===== src/rtl/types_pkg.sv =====
// Shared channel-level type definitions.
package types_pkg;

   // Channel operating state, driven by the channel controller.
   typedef enum logic [3:0] {
      STATE_INIT    = 4'd0,
      STATE_IDLE    = 4'd1,
      STATE_ARM     = 4'd2,
      STATE_ACQ     = 4'd3,
      STATE_READOUT = 4'd4
   } state_t;

endpackage


===== src/rtl/ch_readout_shifter.sv =====
// Channel readout serializer: on entry into STATE_READOUT, captures
// {trig_cnt, cnt_data} and shifts it out MSB first, one bit per shift_en strobe.
// Optional feature macro READOUT_PARITY_EN appends an even-parity bit after bit 0.
module ch_readout_shifter
   import types_pkg::*;
#(
   parameter int unsigned CNT_W   = 12,
   parameter int unsigned NUM_CNT = 4,
   parameter int unsigned TRIG_W  = 8
) (
   input  logic                     clk,
   input  logic                     rstb,
   input  state_t                   state,
   input  logic [NUM_CNT*CNT_W-1:0] cnt_data,
   input  logic [TRIG_W-1:0]        trig_cnt,
   input  logic                     shift_en,
   output logic                     sout,
   output logic                     busy,
   output logic                     done
);

   localparam int unsigned FRAME_W = TRIG_W + NUM_CNT * CNT_W;
`ifdef READOUT_PARITY_EN
   localparam int unsigned FrameLen = FRAME_W + 1;
`else
   localparam int unsigned FrameLen = FRAME_W;
`endif
   localparam int unsigned CntBits = $clog2(FRAME_W + 1);
   localparam logic [CntBits-1:0] LastIdx = CntBits'(FrameLen - 1);

   typedef enum logic [1:0] {
      StIdle,
      StShift,
      StDone
   } fsm_e;

   fsm_e                  fsm_q, fsm_d;
   state_t                prev_state_q;
   // Holds the bits still to be presented; the current bit lives in sout_q.
   logic [FrameLen-2:0]   sr_q, sr_d;
   logic [CntBits-1:0]    cnt_q, cnt_d;
   logic                  sout_q, sout_d;
   logic                  busy_q, busy_d;
   logic                  done_q, done_d;
   logic [FrameLen-1:0]   frame;
   logic                  in_ro;
   logic                  entry;

   assign in_ro = (state == STATE_READOUT);
   assign entry = in_ro && (prev_state_q != STATE_READOUT);

   // Assemble the frame from the live inputs; only used on the load cycle.
   always_comb begin
`ifdef READOUT_PARITY_EN
      frame = {trig_cnt, cnt_data, ^{trig_cnt, cnt_data}};
`else
      frame = {trig_cnt, cnt_data};
`endif
   end

   // Next-state and output logic for the IDLE/SHIFT/DONE sequencer.
   always_comb begin
      fsm_d  = fsm_q;
      sr_d   = sr_q;
      cnt_d  = cnt_q;
      sout_d = sout_q;
      busy_d = busy_q;
      done_d = done_q;
      unique case (fsm_q)
         StIdle: begin
            sout_d = 1'b0;
            busy_d = 1'b0;
            done_d = 1'b0;
            if (entry) begin
               fsm_d  = StShift;
               sr_d   = frame[FrameLen-2:0];
               sout_d = frame[FrameLen-1];
               cnt_d  = '0;
               busy_d = 1'b1;
            end
         end
         StShift: begin
            if (!in_ro) begin
               // Abort: partial frame is discarded.
               fsm_d  = StIdle;
               sr_d   = '0;
               cnt_d  = '0;
               sout_d = 1'b0;
               busy_d = 1'b0;
               done_d = 1'b0;
            end else if (shift_en) begin
               if (cnt_q == LastIdx) begin
                  fsm_d  = StDone;
                  sr_d   = '0;
                  sout_d = 1'b0;
                  busy_d = 1'b0;
                  done_d = 1'b1;
               end else begin
                  sout_d = sr_q[FrameLen-2];
                  sr_d   = {sr_q[FrameLen-3:0], 1'b0};
                  cnt_d  = cnt_q + CntBits'(1);
               end
            end
         end
         StDone: begin
            // Staying in readout holds DONE; a new frame needs a fresh entry edge.
            if (!in_ro) begin
               fsm_d  = StIdle;
               done_d = 1'b0;
            end
         end
         default: begin
            fsm_d = StIdle;
         end
      endcase
   end

   // State registers with asynchronous active-low reset.
   always_ff @(posedge clk or negedge rstb) begin
      if (!rstb) begin
         fsm_q        <= StIdle;
         prev_state_q <= STATE_INIT;
         sr_q         <= '0;
         cnt_q        <= '0;
         sout_q       <= 1'b0;
         busy_q       <= 1'b0;
         done_q       <= 1'b0;
      end else begin
         fsm_q        <= fsm_d;
         prev_state_q <= state;
         sr_q         <= sr_d;
         cnt_q        <= cnt_d;
         sout_q       <= sout_d;
         busy_q       <= busy_d;
         done_q       <= done_d;
      end
   end

   assign sout = sout_q;
   assign busy = busy_q;
   assign done = done_q;

endmodule


===== config.mk =====
export PLATFORM = sky130hd
export DESIGN_NAME = ch_readout_shifter
export DESIGN_NICKNAME = d
export VERILOG_FILES = /design/src/rtl/types_pkg.sv /design/src/rtl/ch_readout_shifter.sv
export SDC_FILE = /design/constraint.sdc
export NUM_CORES = 1
export LEC_CHECK = 0
export CAP_MARGIN = 20
export CORE_ASPECT_RATIO = 1.1
export CORE_UTILIZATION = 40
export CTS_CLUSTER_DIAMETER = 50
export CTS_CLUSTER_SIZE = 20
export DETAILED_ROUTE_END_ITERATION = 7
export GPL_TIMING_DRIVEN = 1
export PLACE_DENSITY = 0.66
export SYNTH_ARGS = -nofsm -noshare
export SYNTH_HDL_FRONTEND = slang
export SYNTH_SLANG_ARGS = --single-unit

===== constraint.sdc =====
create_clock -name clk -period 2.05 [get_ports clk]
set_clock_uncertainty 0.2 [all_clocks]
set_input_delay 0.3075 -clock clk [delete_from_list [all_inputs] [get_ports clk]]
set_output_delay 0.3075 -clock clk [all_outputs]
set_load 0.03 [all_outputs]

Word-level counts from Yosys, hierarchy flattened. Index checks and enable logic that the tools add are counted.

Flip-flop bits (word level): 70. Input port bits: 63. Output and inout port bits: 3. Word-level logic and storage cells: 59.

Add/subtract/negate cells: 1. Equality and inequality tests: 10. Muxes and demuxes: 31. Reduce and logical (&&, ||, !) cells: 10.

Operators with widths (count): two-way mux 55 bit (4); case mux 55 bit (2 select lines) (1); two-way mux 6 bit (4); two-way mux 1 bit (12); case mux 6 bit (2 select lines) (1); AND reduction 4 bit (3); two-way mux 2 bit (5); != test 3 bit (second input constant) (3); adder 6 x 1 -> 6 bit (second input constant) (1); equality test 6 bit (second input constant) (1); case mux 2 bit (3 select lines) (1); AND reduction 3 bit (2); equality test 4 x 3 -> 1 bit (second input constant) (1); != test 2 bit (second input constant) (2); != test 4 x 3 -> 1 bit (second input constant) (1); case mux 1 bit (2 select lines) (2); case mux 1 bit (3 select lines) (1); nonzero test 3 bit (1); equality test 2 x 1 -> 1 bit (second input constant) (1); equality test 2 bit (second input constant) (1); logical NOT 2 bit (1); AND reduction 2 bit (1); nonzero test 2 bit (1); logical AND 1 bit (1).

Longest topological paths before layout.
Depth in word-level cells: 5. Gate-level depth with buffers: 7. Gate-level depth less buffers: 5.

Worst setup path before layout. No wires, ideal clock.

Path kind: in2reg. Start: input port state[1]. End: register sr_q[10]. Library setup time: 0.125 ns. Data arrival time: 2.142 ns. Data required time: 1.725 ns. Setup slack: -0.417 ns. Stages: 7. Buffers on the path: 3. Path through: or4b_1 -> buf_2 -> or4_4 -> buf_6 -> nand2_8 -> buf_12 -> mux2_4.

Word-level cells in the longest chain between the ends: 4. Elaborated cells on any way between the ends: 7. Classes of those cells: eq/ne: 3; mux: 2; reduce/logical: 2.

RTL lines: start: declaration (RTL line ch_readout_shifter.sv:13) `input state_t state,`; equality test 4 x 3 -> 1 bit (*) (RTL line ch_readout_shifter.sv:49) `assign in_ro = (state == STATE_READOUT);`; logical AND 1 bit (RTL line ch_readout_shifter.sv:50) `assign entry = in_ro && (prev_state_q != STATE_READOUT);`; != test 2 bit (no line); AND reduction 3 bit (no line); end signal: assignment (RTL line ch_readout_shifter.sv:131) `sr_q <= sr_d;`; end: declaration (RTL line ch_readout_shifter.sv:40) `logic [FrameLen-2:0] sr_q, sr_d;`.

Mark *: on every way between the ends. The rest lies on a longest branch, timed or not. A chain may end at the register's enable or synchronous reset.

Final worst setup path.
Start: input port state[1]. End: register sr_q[3].

The elaborated chain is that of the path after synthesis.

==> flow_summary_export.csv <==
group,metric,value,unit
status,status,"complete, but fails checks",
status,violations,"negative setup slack",
drt,antenna_left,0,
placement,pre_cts_ws,-0.7751,ns
yosys,yosysSeqAreaShare,0.4828,
timing,max_freq,0.4734,GHz
yosys,syn_area,3628,sq um
layout,layout_commonest_cell,"dfrtp_1",
flow_run,cap_violations,0,
yosys,async_reset_ff_frac,1.000,
timing,final_max_slew_viol_count,0,
critical_path,cp_max_fo,7,
placement,port_buffers,65,
global_route,grt_pass1_vias,2625,
die,row_count,36,
global_route,grt_max_degree,56,
drt,wl_per_cell,16.51,um
global_route,grt_usage,0.1825,
layout,drive_gt1_frac,0.3479,
die,coreArea,8828,sq um
layout,insertedDiodeCount,0,
die,ios,66,
drt,drc,0,
timing,setup_slack,-0.06222,ns
yosys,synth-edff-count,0,
drt,via_count,2555,
clock_network,htreeDepth,3,
yosys,yosys_warnings,0,
clock_network,clkTransAtPathRegs,0.08,ns
timing,worst_pin_slew,0.3223,ns
yosys,syn_avg_cell_area,13.85,sq um
critical_path,critPathLaunchType,"input port",
global_route,grt_antenna_before_repair,0,
clock_network,cts-root-buf,"clkbuf_8",
drt,dr.pass1.iters,4,
die,fp.dieW,92.81,um
die,initial_core_util,0.4110,
critical_path,critical_path_class,"in2reg",
timing,whs,0.07732,ns
timing,fin_crit_sh,1.030,
placement,place_area,4649,sq um
die,die_area,9456,sq um
clock_network,numCtsBuffers,9,
clock_network,clock_sink_count,70,
timing,period_minus_slack,2.112,ns
timing,finalHoldViolCount,0,
yosys,ys_seq_elements,70,
clock_network,insertion_delay,0.36,ns
global_route,grt_overflow,0,
layout,fillers,741,
yosys,ys.flop_type,"dfrtp_1",
critical_path,cp_data_arrival_time,2.15,ns
timing,setup_violations,45,
clock_network,cts_tree,"done",
placement,place_congestion,0.8445,
power_and_ir_drop,power_density,760.6,nW/um^2
clock_network,clockBufferDepth,2,
layout,layout.nets,424,
yosys,synth_cells,262,
timing,rsz0062_at_grt,"true",
yosys,synth_fp_nets,326,
critical_path,cp-end-kind,"flip-flop",
timing,slew_headroom,0.7824,
placement,post-dp-hpwl,5280,um
critical_path,required,2.09,ns
layout,area_growth,38.03,%
global_route,grt_pass1_wl,13270,um
power_and_ir_drop,peakVddDrop,0.3372,mV
die,die_y,101.9,um
layout,layout_common_cells,"dfrtp_1 (70), clkdlybuf4s50_1 (60), a22o_1 (55), mux2_4 (54), buf_4 (25)",
layout,design_area,5009,sq um
drt,dr.first_iter.drc_count,94,
drt,wl,7908,um
yosys,synth_cell_type_count,43,
worst_hold_path,hold_path.class,"in2async",
drt,routed_via_density,5.334,
power_and_ir_drop,power.leakage,0.002158,uW
## layer usage
layer  vias to the layer above  global-route usage  share of wire
li1                       1203                   -              -
met4                         0             0.07101          0.017
met1                      1281              0.2605           0.49
met2                        61              0.2732           0.45
met3                        10             0.03795          0.041
met5                         -                   0              0
## Yosys cell counts (2+ instances only)
library cell	instances	area [sq um]
nand3_1	7	35.03
o31ai_1	2	15.01
o21ai_0	3	15.01
a21oi_1	3	15.01
a221o_1	2	20.02
clkbuf_1	11	41.29
buf_12	5	100.1
mux2_4	50	750.7
nor3_1	2	10.01
a31oi_1	2	12.51
nor2b_1	3	18.77
inv_1	4	15.01
nand2b_1	3	18.77
buf_2	2	10.01
nor2_1	2	7.510
and2_1	2	12.51
a22o_1	55	481.7
mux2_2	5	56.30
dfrtp_1	70	1752
nor4b_1	2	17.52
nand2_1	5	18.77
## report_power, final
group	switching (uW)	internal, uW
Combinational	217	588
Sequential	173	1670
Clock	582	576
Total	972	2840
## sequential cells by signal (all words and copies together), names as in the netlist
register / count
done: 1
busy: 1
fsm_q: 2
sr_q: 55
sout: 1
cnt_q: 6
prev_state_q: 4
## cell families (layout without fill, tap and decap cells)
kind of cell             Yosys count  after routing  share of synthesized area
AO/OA/AOI/OAI                     75             75                     0.1752
flip-flops                        70             70                     0.4828
multiplexers                      55             55                     0.2224
AND/OR/NAND/NOR                   35             35                    0.06139
buffers and inverters             25            128                    0.05207
adder cells (fa/ha/maj)            2              2                   0.006206
## per-stage QoR
| step | std cells | setup TNS, ns | total power (uW) | util |
|---|---|---|---|---|
| finish | 479 | -1.205 | 3810 | 0.5673 |
| global route | 479 | -2.042 | 4004 | 0.5673 |
| CTS | 479 | -2.853 | 3836 | 0.5631 |
| detailed placement | 455 | -45.54 | 2637 | 0.5266 |
| global placement | 455 | -43.87 | 2613 | 0.5266 |
| floorplan | 262 | -22.71 | 2322 | - |
## layout make-up
| cell class | instances | area [sq um] | share of cell area |
|---|---|---|---|
| Multi-Input combinational cell | 167 | 1759 | 0.3512 |
| Sequential cell | 70 | 1752 | 0.3497 |
| Timing Repair Buffer | 108 | 1135 | 0.2266 |
| Tap cell | 114 | 142.6 | 0.02848 |
| Clock buffer | 9 | 123.9 | 0.02473 |
| Clock inverter | 7 | 81.33 | 0.01624 |
| Inverter | 4 | 15.01 | 0.002998 |
## path summary, 6_finish.rpt
kind	start	endpoint	slack, ns	cells past startpoint
worst max-delay path	state[1]	sr_q[3]$_DFFE_PN0P_	-0.06	7
worst min-delay path	rstb	sr_q[51]$_DFFE_PN0P_	0.08	2
worst max register to register	cnt_q[1]$_DFFE_PN0P_	sr_q[3]$_DFFE_PN0P_	0.02	7
worst min register to register	done$_DFFE_PN0P_	done$_DFFE_PN0P_	0.29	2
max in group asynchronous	rstb	sr_q[37]$_DFFE_PN0P_	1.12	3
min in group clk	state[1]	fsm_q[0]$_DFFE_PN0P_	0.18	4
## worst max-delay path, stage by stage
cell and delay (ns):
buf_6 0.09, or4b_4 0.53, or4_4 0.55, nand2_8 0.14, buf_12 0.11, buf_12 0.12, mux2_4 0.30
## what timing repair did
item,4_1_cts,5_1_grt
hold buffers,5,0
gates resized for setup,23,7
buffers inserted,2,0
cloned,1,0
pin swaps,3,2
endpoints found under the hold margin,74,0
setup endpoints to repair,61,57
Note: power is estimated with default switching activity, not from simulation.
